File: src/rtl/flush_hazard_ctrl.sv
// flush_hazard_ctrl: prioritised pipeline flush/stall controller with redirect hold, exception drain and flush counter
module flush_hazard_ctrl #(
  parameter int STAGES    = 4,
  parameter int BR_STAGE  = 2,
  parameter int JMP_STAGE = 1,
  parameter int DRAIN_CYC = 2,
  parameter int CNT_W     = 16
) (
  input  logic              clk,
  input  logic              rst_n,
  input  logic              branch_taken,
  input  logic              jump,
  input  logic              exc_req,
  input  logic              load_use,
  input  logic              mem_busy,
  input  logic              cnt_clr,
  output logic [STAGES-1:0] flush,
  output logic              stall_front,
  output logic [1:0]        pc_sel,
  output logic              busy,
  output logic [CNT_W-1:0]  flush_count
);
  localparam int DW = $clog2(DRAIN_CYC + 1);
  localparam logic [STAGES-1:0] ALL    = {STAGES{1'b1}};
  localparam logic [STAGES-1:0] BR_M   = ALL >> (STAGES - BR_STAGE);
  localparam logic [STAGES-1:0] JMP_M  = ALL >> (STAGES - JMP_STAGE);
  localparam logic [STAGES-1:0] BUBBLE = STAGES'(2);
  localparam logic [1:0] K_NONE = 2'd0, K_BR = 2'd1, K_JMP = 2'd2, K_EXC = 2'd3;
  if (STAGES < 2 || BR_STAGE < 1 || BR_STAGE > STAGES || JMP_STAGE < 1 ||
      JMP_STAGE > BR_STAGE || DRAIN_CYC < 1 || CNT_W < 1) begin : g_bad_param
    $error("flush_hazard_ctrl: illegal parameter combination");
  end
  typedef enum logic [1:0] {RUN, HOLD, DRAIN} state_t;
  state_t state, state_nx;
  logic [1:0] lat, lat_nx, req, eff, pc_i;
  logic [DW-1:0] cnt, cnt_nx;
  logic [STAGES-1:0] flush_i;
  logic stall_i;
  // Redirect kinds are encoded as their pc_sel value; rank restores exc > branch > jump.
  function automatic logic [1:0] rank(input logic [1:0] k);
    return k == K_EXC ? 2'd3 : k == K_BR ? 2'd2 : k == K_JMP ? 2'd1 : 2'd0;
  endfunction
  function automatic logic [STAGES-1:0] fmask(input logic [1:0] k);
    return k == K_EXC ? ALL : k == K_BR ? BR_M : k == K_JMP ? JMP_M : '0;
  endfunction
  assign req = exc_req ? K_EXC : branch_taken ? K_BR : jump ? K_JMP : K_NONE;
  assign eff = rank(req) > rank(lat) ? req : lat;
  always_comb begin
    state_nx = state;
    lat_nx   = lat;
    cnt_nx   = cnt;
    flush_i  = '0;
    stall_i  = 1'b0;
    pc_i     = K_NONE;
    case (state)
      RUN: begin
        if (mem_busy) begin
          lat_nx   = req;
          state_nx = req != K_NONE ? HOLD : RUN;
        end else if (req != K_NONE) begin
          pc_i    = req;
          flush_i = fmask(req);
          if (req == K_EXC) begin
            state_nx = DRAIN;
            cnt_nx   = DW'(DRAIN_CYC);
          end
        end else if (load_use) begin
          stall_i = 1'b1;
          flush_i = BUBBLE;
        end
      end
      HOLD: begin
        if (mem_busy) lat_nx = eff;
        else begin
          pc_i     = eff;
          flush_i  = fmask(eff);
          lat_nx   = K_NONE;
          state_nx = eff == K_EXC ? DRAIN : RUN;
          cnt_nx   = eff == K_EXC ? DW'(DRAIN_CYC) : cnt;
        end
      end
      DRAIN: begin
        flush_i = ALL;
        stall_i = 1'b1;
        if (exc_req) begin
          pc_i   = K_EXC;
          cnt_nx = DW'(DRAIN_CYC);
        end else if (!mem_busy) begin
          if (cnt == DW'(1)) state_nx = RUN;
          else cnt_nx = cnt - DW'(1);
        end
      end
      default: state_nx = RUN;
    endcase
  end
  always_ff @(posedge clk or negedge rst_n) begin
    if (!rst_n) begin
      state       <= RUN;
      lat         <= K_NONE;
      cnt         <= '0;
      flush_count <= '0;
    end else begin
      state <= state_nx;
      lat   <= lat_nx;
      cnt   <= cnt_nx;
      if (cnt_clr) flush_count <= '0;
      else if (pc_i != K_NONE && !(&flush_count)) flush_count <= flush_count + CNT_W'(1);
    end
  end
  assign flush       = rst_n ? flush_i : '0;
  assign stall_front = rst_n & stall_i;
  assign pc_sel      = rst_n ? pc_i : K_NONE;
  assign busy        = rst_n && state != RUN;
endmodule
File: config.mk
export PLATFORM = sky130hd
export DESIGN_NAME = flush_hazard_ctrl
export DESIGN_NICKNAME = d
export VERILOG_FILES = /design/src/rtl/flush_hazard_ctrl.sv
export SDC_FILE = /design/constraint.sdc
export NUM_CORES = 1
export LEC_CHECK = 0
export ABC_AREA = 1
export BUFFER_PORTS_ARGS = -buffer_cell sky130_fd_sc_hd__buf_2
export CAP_MARGIN = 25
export CORE_ASPECT_RATIO = 1.4
export CORE_MARGIN = 2
export CORE_UTILIZATION = 40
export CTS_CLUSTER_SIZE = 24
export DETAILED_ROUTE_END_ITERATION = 7
export GPL_ROUTABILITY_DRIVEN = 0
export GPL_TIMING_DRIVEN = 1
export PLACE_DENSITY = 0.7
export SYNTH_ARGS = -nofsm -noshare
export SYNTH_HDL_FRONTEND = slang
export SYNTH_SLANG_ARGS = --single-unit
File: constraint.sdc
create_clock -name clk -period 3.13 [get_ports clk]
set_input_delay 0.626 -clock clk [delete_from_list [all_inputs] [get_ports clk]]
set_output_delay 0.626 -clock clk [all_outputs]
set_load 0.05 [all_outputs]
# Word level (Yosys, flattened, before mapping)
# Index checks and enable logic that the tools add are counted.
dict set report classes {
  n_addsub 2
  mux 54
  reduce_logical 14
  bitwise_logic 1
  eq_ne 25
  order_cmp 1
}
# operator n
set op_table {}
lappend op_table {{2-to-1 mux 2 bit} 32}
lappend op_table {{2-to-1 mux 16 bit} 2}
lappend op_table {{2-to-1 mux 4 bit} 6}
lappend op_table {{!= test 2 bit (second input constant)} 9}
lappend op_table {{one-hot mux 2 bit (3 select lines)} 3}
lappend op_table {{adder 16 x 1 -> 16 bit (second input constant)} 1}
lappend op_table {{AND reduction 16 bit} 1}
lappend op_table {{equality test 2 bit (second input constant)} 7}
lappend op_table {{!= test 3 bit (second input constant)} 4}
lappend op_table {{one-hot mux 4 bit (3 select lines)} 1}
lappend op_table {{equality test 2 x 1 -> 1 bit (second input constant)} 5}
lappend op_table {{nonzero test 2 bit} 5}
lappend op_table {{2-to-1 mux 1 bit} 8}
lappend op_table {{AND reduction 8 bit} 1}
lappend op_table {{AND reduction 6 bit} 1}
lappend op_table {{one-hot mux 2 bit (2 select lines)} 1}
lappend op_table {{nonzero test 3 bit} 1}
lappend op_table {{greater-than comparator 2 bit} 1}
lappend op_table {{logical AND 1 bit} 2}
lappend op_table {{logical NOT 2 bit} 1}
lappend op_table {{one-hot mux 1 bit (2 select lines)} 1}
lappend op_table {{AND reduction 2 bit} 1}
lappend op_table {{subtractor 2 x 1 -> 2 bit (second input constant)} 1}
lappend op_table {{AND 1 bit} 1}
lappend op_table {{logical NOT 1 bit} 1}
dict set report totals {
  word_cells 101
  output_inout_bits 24
  inputBits 8
  reg_bits 22
}

# Longest topological paths before layout
# Gate-level depths: netlist of the first run.
dict set report depth {
  word_depth 16
  ltp_mapped 17
  ltp_nobuf 16
}

# Worst setup path after synthesis of the first run
# OpenSTA, ideal clock, no wires.
dict set report synth_path {
  path_kind {input port to output port}
  startpoint {input port branch_taken}
  endpoint {output port flush[3]}
  slack_ns -0.308
  required_ns 2.504
  cell_stages 11
  t_arrival_ns 2.812
  n_path_buf 1
  path_cell_list {nor2_1 inv_1 ha_1 nand2_1 nand2_1 nand2_1 nand2_1 nand2_1 nand3_1 a31oi_1 buf_4}
}
dict set report synth_via {
  elab_chain_cells 13
  word_cells_on_any_way 19
  cone_classes {order compare: 1; eq/ne: 4; mux: 13; reduce/logical: 1}
}
# element line
set synth_rtl {}
lappend synth_rtl {{start, declared} 11} ;# input logic branch_taken,
lappend synth_rtl {{2-to-1 mux 2 bit * (2 in a row)} 46} ;# assign req = exc_req ? K_EXC : branch_taken ? K_BR : jump ? K_JMP : K_NONE;
lappend synth_rtl {{equality test 2 bit} 41} ;# return k == K_EXC ? 2'd3 : k == K_BR ? 2'd2 : k == K_JMP ? 2'd1 : 2'd0;
lappend synth_rtl {{2-to-1 mux 1 bit} 41}
lappend synth_rtl {{2-to-1 mux 2 bit (2 in a row)} 41}
lappend synth_rtl {{greater-than comparator 2 bit} 47} ;# assign eff = rank(req) > rank(lat) ? req : lat;
lappend synth_rtl {{2-to-1 mux 2 bit} 47}
lappend synth_rtl {{equality test 2 bit} 44} ;# return k == K_EXC ? ALL : k == K_BR ? BR_M : k == K_JMP ? JMP_M : '0;
lappend synth_rtl {{2-to-1 mux 4 bit} 44}
lappend synth_rtl {{2-to-1 mux 4 bit} 73} ;# if (mem_busy) lat_nx = eff;
lappend synth_rtl {{one-hot mux 4 bit (3 select lines) *} 55} ;# case (state)
lappend synth_rtl {{2-to-1 mux 4 bit *} 110} ;# assign flush = rst_n ? flush_i : '0;
lappend synth_rtl {{end, declared} 17} ;# output logic [STAGES-1:0] flush,
# Mark *: on every way between the ends. The rest lies on a longest branch, timed or not.

# Worst setup path after layout of the first run
dict set report layout_path {
  startpoint {input port exc_req}
  endpoint {output port flush[2]}
}
dict set report layout_via {
  elab_chain_cells 12
  word_cells_on_any_way 18
  cone_classes {order compare: 1; eq/ne: 4; mux: 12; reduce/logical: 1}
}
# element line
set layout_rtl {}
lappend layout_rtl {{start, declared} 13} ;# input logic exc_req,
lappend layout_rtl {{2-to-1 mux 2 bit *} 46}
lappend layout_rtl {{equality test 2 bit} 41}
lappend layout_rtl {{2-to-1 mux 1 bit} 41}
lappend layout_rtl {{2-to-1 mux 2 bit (2 in a row)} 41}
lappend layout_rtl {{greater-than comparator 2 bit} 47}
lappend layout_rtl {{2-to-1 mux 2 bit} 47}
lappend layout_rtl {{equality test 2 bit} 44}
lappend layout_rtl {{2-to-1 mux 4 bit} 44}
lappend layout_rtl {{2-to-1 mux 4 bit} 73}
lappend layout_rtl {{one-hot mux 4 bit (3 select lines) *} 55}
lappend layout_rtl {{2-to-1 mux 4 bit *} 110}
# Marked as above.

==> summary.txt, run 1 <==
Worst setup path
  – Slowest cell on the critical path: ha_1
  – Worst-path cell chain: buf_2 -> nor2_1 -> inv_1 -> ha_1 -> nand2_1 -> nand2_1 -> nand2_1 -> nand2_1 -> nand2_1 -> inv_1 -> nand3_1 -> a31oi_2 -> buf_4
  – Origin of the critical flop-to-flop path: flush_count[0]$_DFFE_PN0P_
  – R2r endpoint: flush_count[7]$_DFFE_PN0P_
  – Most common cell on crit path: nand2_1
  – CP Class: input pin to primary output
  – CP endpoint kind: primary output
  – WP data required: 2.50 ns
  – Startpoint types: input pin
  – Critical Path Max Stage Delay: ~0.31 ns
  – Worst r2r path cells: 9
  – CP Max Fanout: 7
  – Worst Path Arrival: 2.34 ns
  – R2R Setup Slk: 1.14 ns

Clock tree
  – TritonCTS clock tree: built
  – Root Driver: clkbuf_8
  – Hold-fix buffers, CTS: 0
  – Cts repair resizes: 0
  – Worst-case clock buffer depth: 2
  – Sink Count: 22
  – Post-CTS Setup Bufs: 0
  – Clock Pin Slew Worst Setup and Hold Paths: ~0.08 ns
  – CTS Buf Count: 3
  – Worst-Skew Late Latency: 0.26 ns
  – CTS H-tree depth: 1

Place
  – PortBufs: 31
  – Worst slack, placed: 0.130 ns
  – DP HPWL: 3.11 mm

Logic synthesis
  – EDFF count, synth: 0
  – Synthesized area per cell: 7.06 um^2
  – Synth cell types: 32
  – Ranking of synthesized cells by area: dfrtp_1, nand2_1, nand3_1
  – Most common cell in the netlist: nand2_1
  – Area leader, netlist: dfrtp_1
  – Synth Net Count: 260
  – Post-synth top cells: nand2_1, inv_1, nand3_1
  – Seq/Total Area, Yosys: 0.315
  – Prevailing post-synth register cell: dfrtp_1
  – Warnings, synthesis: 0
  – Mapped cell area: 1750 um^2
  – Post-synthesis cell count: ~250
  – Ys async rst share: 1.00
  – #FFs+latches synth: 22
  – Area share of the largest cell type after synthesis: 0.315

Power
  – PD cells: 699 nW/um^2
  – Static Leak: around 1.1 nW
  – Worst VDD drop: 0.394 mV

Routing
  – Routed Wire Length: about 4.0 mm
  – Vias per inst: 5.36
  – Routed len/inst: ~13 um
  – Routed vias: 1719
  – Post-route ant nets: 0
  – Drt pass-1 iters: 4
  – Drt initial violations: between 90 and 100
  – DRC: 0

Cells and area
  – Antenna Cells: 0
  – Area grow syn2layout: 12.6%
  – # fillers: 447
  – Net count, final: roughly 290
  – Share of cells above drive strength 1: 0.199
  – Area taken by flip-flops and latches: 551 um^2
  – Multi-input logic area: 972 um^2

Floorplanning
  – Die Span Y: 82.3 um
  – Initial core utilization: 0.416
  – Num rows: 28
  – Core ar.: 4200 um^2
  – Die X: about 60 um
  – Top Ports: 32
  – Full die area: 4930 um^2

Global route
  – Initial antenna violation count: 0
  – First-pass GRT wire length: 7.16 mm
  – Pin count of the biggest net entering global routing: 30
  – Vias in the first global route: approximately 1700
  – Gr usage total: 0.187
  – Total grt overflow: 0

STA
  – F_max: 0.337 GHz
  – Slew Viols, Final: 0
  – Worst Skew: 0.00473 ns
  – WHS: approximately 0.21 ns
  – RSZ-0062 raised after global routing: yes
  – Setup WS post-layout: 0.166 ns
  – Max-slew headroom: 0.423
  – Tmin final: 2.96 ns
  – Finish-stage setup viols: 0
  – Final worst-path cycle share: 0.947
  – Fin. Hold Viols: 0
  – Worst-Margin Slew: 0.865 ns

Status
  – Outcome: completed

Hold path
  – Min-delay worst type: input pin to asynchronous set/reset pin

Job
  – Max Cap Viol: 0
## critical path, delay by kind of cell
family,cells,cell delay [ns]
simple gates,7,0.67
buf+inv,4,0.54
fa+ha+maj,1,0.31
compound gates,1,0.17
## layout make-up
cell class	count	share of cell area
multi-input combinational	179	0.493
sequential	22	0.279
timing repair buffer	32	0.0876
inverter	39	0.0749
tap	45	0.0286
clock buffer	3	0.0210
clock inverter	1	0.0152
## registers in the layout (all words and copies together), names as in the netlist
register	flops
flush_count	16
cnt	2
lat	2
state	2
## logic make-up after synthesis
logic type	Yosys count	share of synthesized area
compound gates	19	0.0758
xor+xnor	12	0.0600
simple gates	144	0.387
flops	22	0.315
fa+ha+maj	4	0.0286
buf+inv	47	0.134
## report_power, final
group	switching, mW	internal, mW
combinational	0.527	0.192
sequential	0.0533	0.334
clock	0.101	0.171
## per-stage QoR
stage	std cells	util	instance area (um^2)	total power [mW]	TNS, ns
final	321	0.469	1970	1.38	0
after global routing	321	0.469	1970	1.49	-0.0515
after CTS	321	0.466	1960	1.38	0
after detailed placement	317	0.449	1890	1.10	0
after global placement	317	0.449	1890	1.10	0
after floorplan	248	-	1760	0.990	0
## cells in the final DEF (no fill, tap or decap), types with 4 or more instances in the layout
cell type  netlist  layout
nand3_1         28      28
nand4_1         15      15
buf_4            2       4
dfrtp_1         22      22
nand2_1         63      63
nor2_1          25      25
o21ai_0          5       5
inv_1           35      35
xor2_1          12      12
buf_2            0      27
nand3_2          4       4
ha_1             4       4
## metal layers
| layer | wire (um) | track usage | vias to the layer above |
|---|---|---|---|
| met4 | 89 | 0.0911 | 0 |
| met3 | 159 | 0.0265 | 10 |
| met1 | 1630 | 0.213 | 801 |
| met2 | 2170 | 0.334 | 46 |
| met5 | 0 | 0 | - |
| li1 | - | - | 862 |
## how the worst max path moves through the flow
| stage | startpoint | endpoint | cells after the start | slack (ns) |
|---|---|---|---|---|
| CTS | exc_req | flush[2] | 12 | 0.12 |
| detailed placement | exc_req | flush[2] | 12 | 0.13 |
| finish | exc_req | flush[2] | 13 | 0.17 |
| global route | exc_req | flush[3] | 12 | -0.02 |
| floorplan | branch_taken | flush[3] | 11 | 0.02 |
| global placement | exc_req | flush[2] | 12 | 0.14 |
No activity file was read; power rests on OpenSTA's default activity.
==> inputs of run 2 (changes only) <==
==> constraint.sdc (replaced) <==
create_clock -name clk -period 3.13 [get_ports clk]
set_input_delay 0 -clock clk [delete_from_list [all_inputs] [get_ports clk]]
set_output_delay 0 -clock clk [all_outputs]
set_load 0.05 [all_outputs]
==> run 2 against run 1 <==
Register-to-register slack barely moved; critical endpoint unchanged; clock power hardly changed; final cell count did not move; final area is 0.70% lower; via count shrank 1.5%.
==> summary.txt, run 2 (synthesis results as in run 1) <==
Status
  – Outcome: completed

Routing
  – Routed vias: 1694 (-1.5%)
  – Routed Wire Length: 4.11 mm (+1.7%)
  – Post-route ant nets: 0 (unchanged)
  – DRC: 0 (unchanged)
  – Drt initial violations: 72 (-27%)
  – Routed len/inst: 12.8 um (+1.7%)
  – Vias per inst: 5.28 (-1.5%)
  – Drt pass-1 iters: 4 (unchanged)

Power
  – Static Leak: 1.09 nW (-0.12%)
  – Int Pwr: 0.685 mW (-1.5%)
  – PD cells: 695 nW/um^2 (-0.48%)
  – Switching share of power: 0.496 (+0.00181)
  – Combinational fraction of design power: 0.517 (-0.005)
  – Sequential share of power: 0.285 (+0.004)
  – Design Power: 1.36 mW (-1.2%)
  – Clock share of power: 0.199 (+0.002)
  – Psw: 0.675 mW (-0.81%)
  – Worst VDD drop: 0.418 mV (+6.1%)

Floorplanning
  – Core ar.: 4200 um^2 (unchanged)
  – Die Span Y: 82.3 um (unchanged)
  – Num rows: 28 (unchanged)
  – Full die area: 4930 um^2 (unchanged)
  – Initial core utilization: 0.416 (unchanged)
  – Die X: 59.9 um (unchanged)
  – Top Ports: 32 (unchanged)

Cells and area
  – Share of cells above drive strength 1: 0.192 (-0.00725)
  – Leading cell type in the layout, fill and taps excluded: nand2_1
  – Largest register FFs: 16 (unchanged)
  – Area grow syn2layout: 11.8%
  – Net count, final: 289 (unchanged)
  – Antenna Cells: 0 (unchanged)
  – Most frequent cells in the layout: nand2_1, inv_1, buf_2
  – Largest Register: flush_count
  – Final core area utilization: 0.465 (-0.00327)

Clock tree
  – CTS Buf Count: 3 (unchanged)
  – Sink Count: 22 (unchanged)
  – Worst-case clock buffer depth: 2 (unchanged)
  – Post-CTS Setup Bufs: 0 (unchanged)
  – Clock Pin Slew Worst Setup and Hold Paths: 0.08 ns (about the same)
  – CTS H-tree depth: 1 (unchanged)
  – Hold-fix buffers, CTS: 1 (+1)
  – Worst-Skew Late Latency: 0.27 ns (about the same)
  – TritonCTS clock tree: built
  – Root Driver: clkbuf_8
  – Cts repair resizes: 0 (unchanged)

Global route
  – Pin count of the biggest net entering global routing: 30 (unchanged)
  – Total grt overflow: 0 (unchanged)
  – Vias in the first global route: 1636 (-2.0%)
  – Gr usage total: 0.188 (+0.000518)
  – First-pass GRT wire length: 7.18 mm (+0.28%)
  – Initial antenna violation count: 0 (unchanged)

Worst setup path
  – Critical Path Max Stage Delay: 0.37 ns (+0.06 ns)
  – R2R Setup Slk: 1.15 ns (about the same)
  – Worst r2r path cells: 9 (unchanged)
  – WP data required: 3.13 ns (+0.63 ns)
  – CP Buf/Inv Count: 3 (-1)
  – Worst-path cell chain: inv_1 -> ha_1 -> nand2_1 -> nand2_1 -> nand2_1 -> nand2_1 -> inv_1 -> nand3_1 -> a31oi_1 -> buf_2
  – Slowest cell on the critical path: dfrtp_1
  – Most common cell on crit path: nand2_1
  – R2r endpoint: flush_count[7]$_DFFE_PN0P_
  – Top delay family on crit path: simple AND/OR/NAND/NOR gates
  – CP endpoint kind: primary output
  – Startpoint types: register
  – Origin of the critical flop-to-flop path: flush_count[0]$_DFFE_PN0P_
  – CP Class: register to primary output
  – Worst Path Arrival: 2.04 ns (-0.30 ns)
  – CP Max Fanout: 4 (-3)

Place
  – PortBufs: 31 (unchanged)
  – DP HPWL: 3.07 mm (-1.4%)

STA
  – Tmin final: 2.04 ns (-0.928 ns)
  – Worst-Margin Slew: 0.870 ns (+0.00491 ns)
  – Slew Viols, Final: 0 (unchanged)
  – Final worst-path cycle share: 0.651 (-0.296)
  – RSZ-0062 raised after global routing: no
  – Worst Skew: 0.00605 ns (+0.00132 ns)
  – Finish-stage setup viols: 0 (unchanged)
  – F_max: 0.491 GHz (+46%)
  – Fin. Hold Viols: 0 (unchanged)
  – Max-slew headroom: 0.420 (-0.00328)
  – Total negative slack: 0 ns (unchanged)

Hold path
  – Min-delay worst type: input pin to register
  – Worst Hold Depth: 4
  – Hold Path Sink: flush_count[8]$_DFFE_PN0P_
  – Hold Crit Start: cnt_clr

Job
  – Max Cap Viol: 0 (unchanged)
-- run 2: per-stage QoR --
step	instance area [um^2]	worst slack, ns	hold slack, ns	instances
after global routing	1960	0.869	0.0359	321
after global placement	1880	1.18	0.0254	316
after detailed placement	1880	1.16	0.0292	316
final	1960	1.09	0.0271	321
after floorplan	1750	0.735	-0.296	248
after CTS	1960	1.09	0.0258	321
-- run 2: routing by layer --
metal  share of wire  global-route usage
met2            0.55               0.345
met4           0.024              0.0800
met5               0                   0
met1            0.40               0.214
met3           0.033              0.0202
-- run 2: cell type report --
class | instances | area, um^2
flip-flops and latches | 22 | 551
multi-input cells | 179 | 966
clock buffers | 3 | 41.3
well taps | 45 | 56.3
clock inverters | 1 | 30.0
inverters | 39 | 148
repair buffers | 32 | 165
fillers | 444 | 2250
-- run 2: worst max-delay path by stage --
stage                               start                     endpoint  slack [ns]  cells after the start
6_report               lat[0]$_DFFE_PN0P_                     flush[2]        1.09                     10
3_3_place_gp   flush_count[0]$_DFFE_PN0P_  flush_count[11]$_DFFE_PN0P_        1.18                      9
2_1_floorplan          lat[1]$_DFFE_PN0P_                     flush[3]        0.73                     10
5_1_grt                lat[0]$_DFFE_PN0P_                     flush[3]        0.87                     11
3_5_place_dp   flush_count[0]$_DFFE_PN0P_   flush_count[6]$_DFFE_PN0P_        1.16                      9
4_1_cts                lat[0]$_DFFE_PN0P_                     flush[2]        1.09                     11
-- run 2: worst reg2reg max path, cell delays in order (launching register included) --
cell and delay [ns]:
dfrtp_1 0.44, ha_1 0.24, nand3_1 0.16, nor3_2 0.21, nand3_2 0.11, clkinv_2 0.07, nand3_4 0.18, o21ai_4 0.26
nand3_1 0.14, nand2_1 0.09
-- run 2: power by group through the flow --
stage | logic (mW) | clock network [mW] | registers (mW)
6_report | 0.703 | 0.270 | 0.388
5_1_grt | 0.780 | 0.288 | 0.394
4_1_cts | 0.707 | 0.277 | 0.387
3_5_place_dp | 0.703 | 0 | 0.394
3_3_place_gp | 0.699 | 0 | 0.392
2_1_floorplan | 0.540 | 0 | 0.447
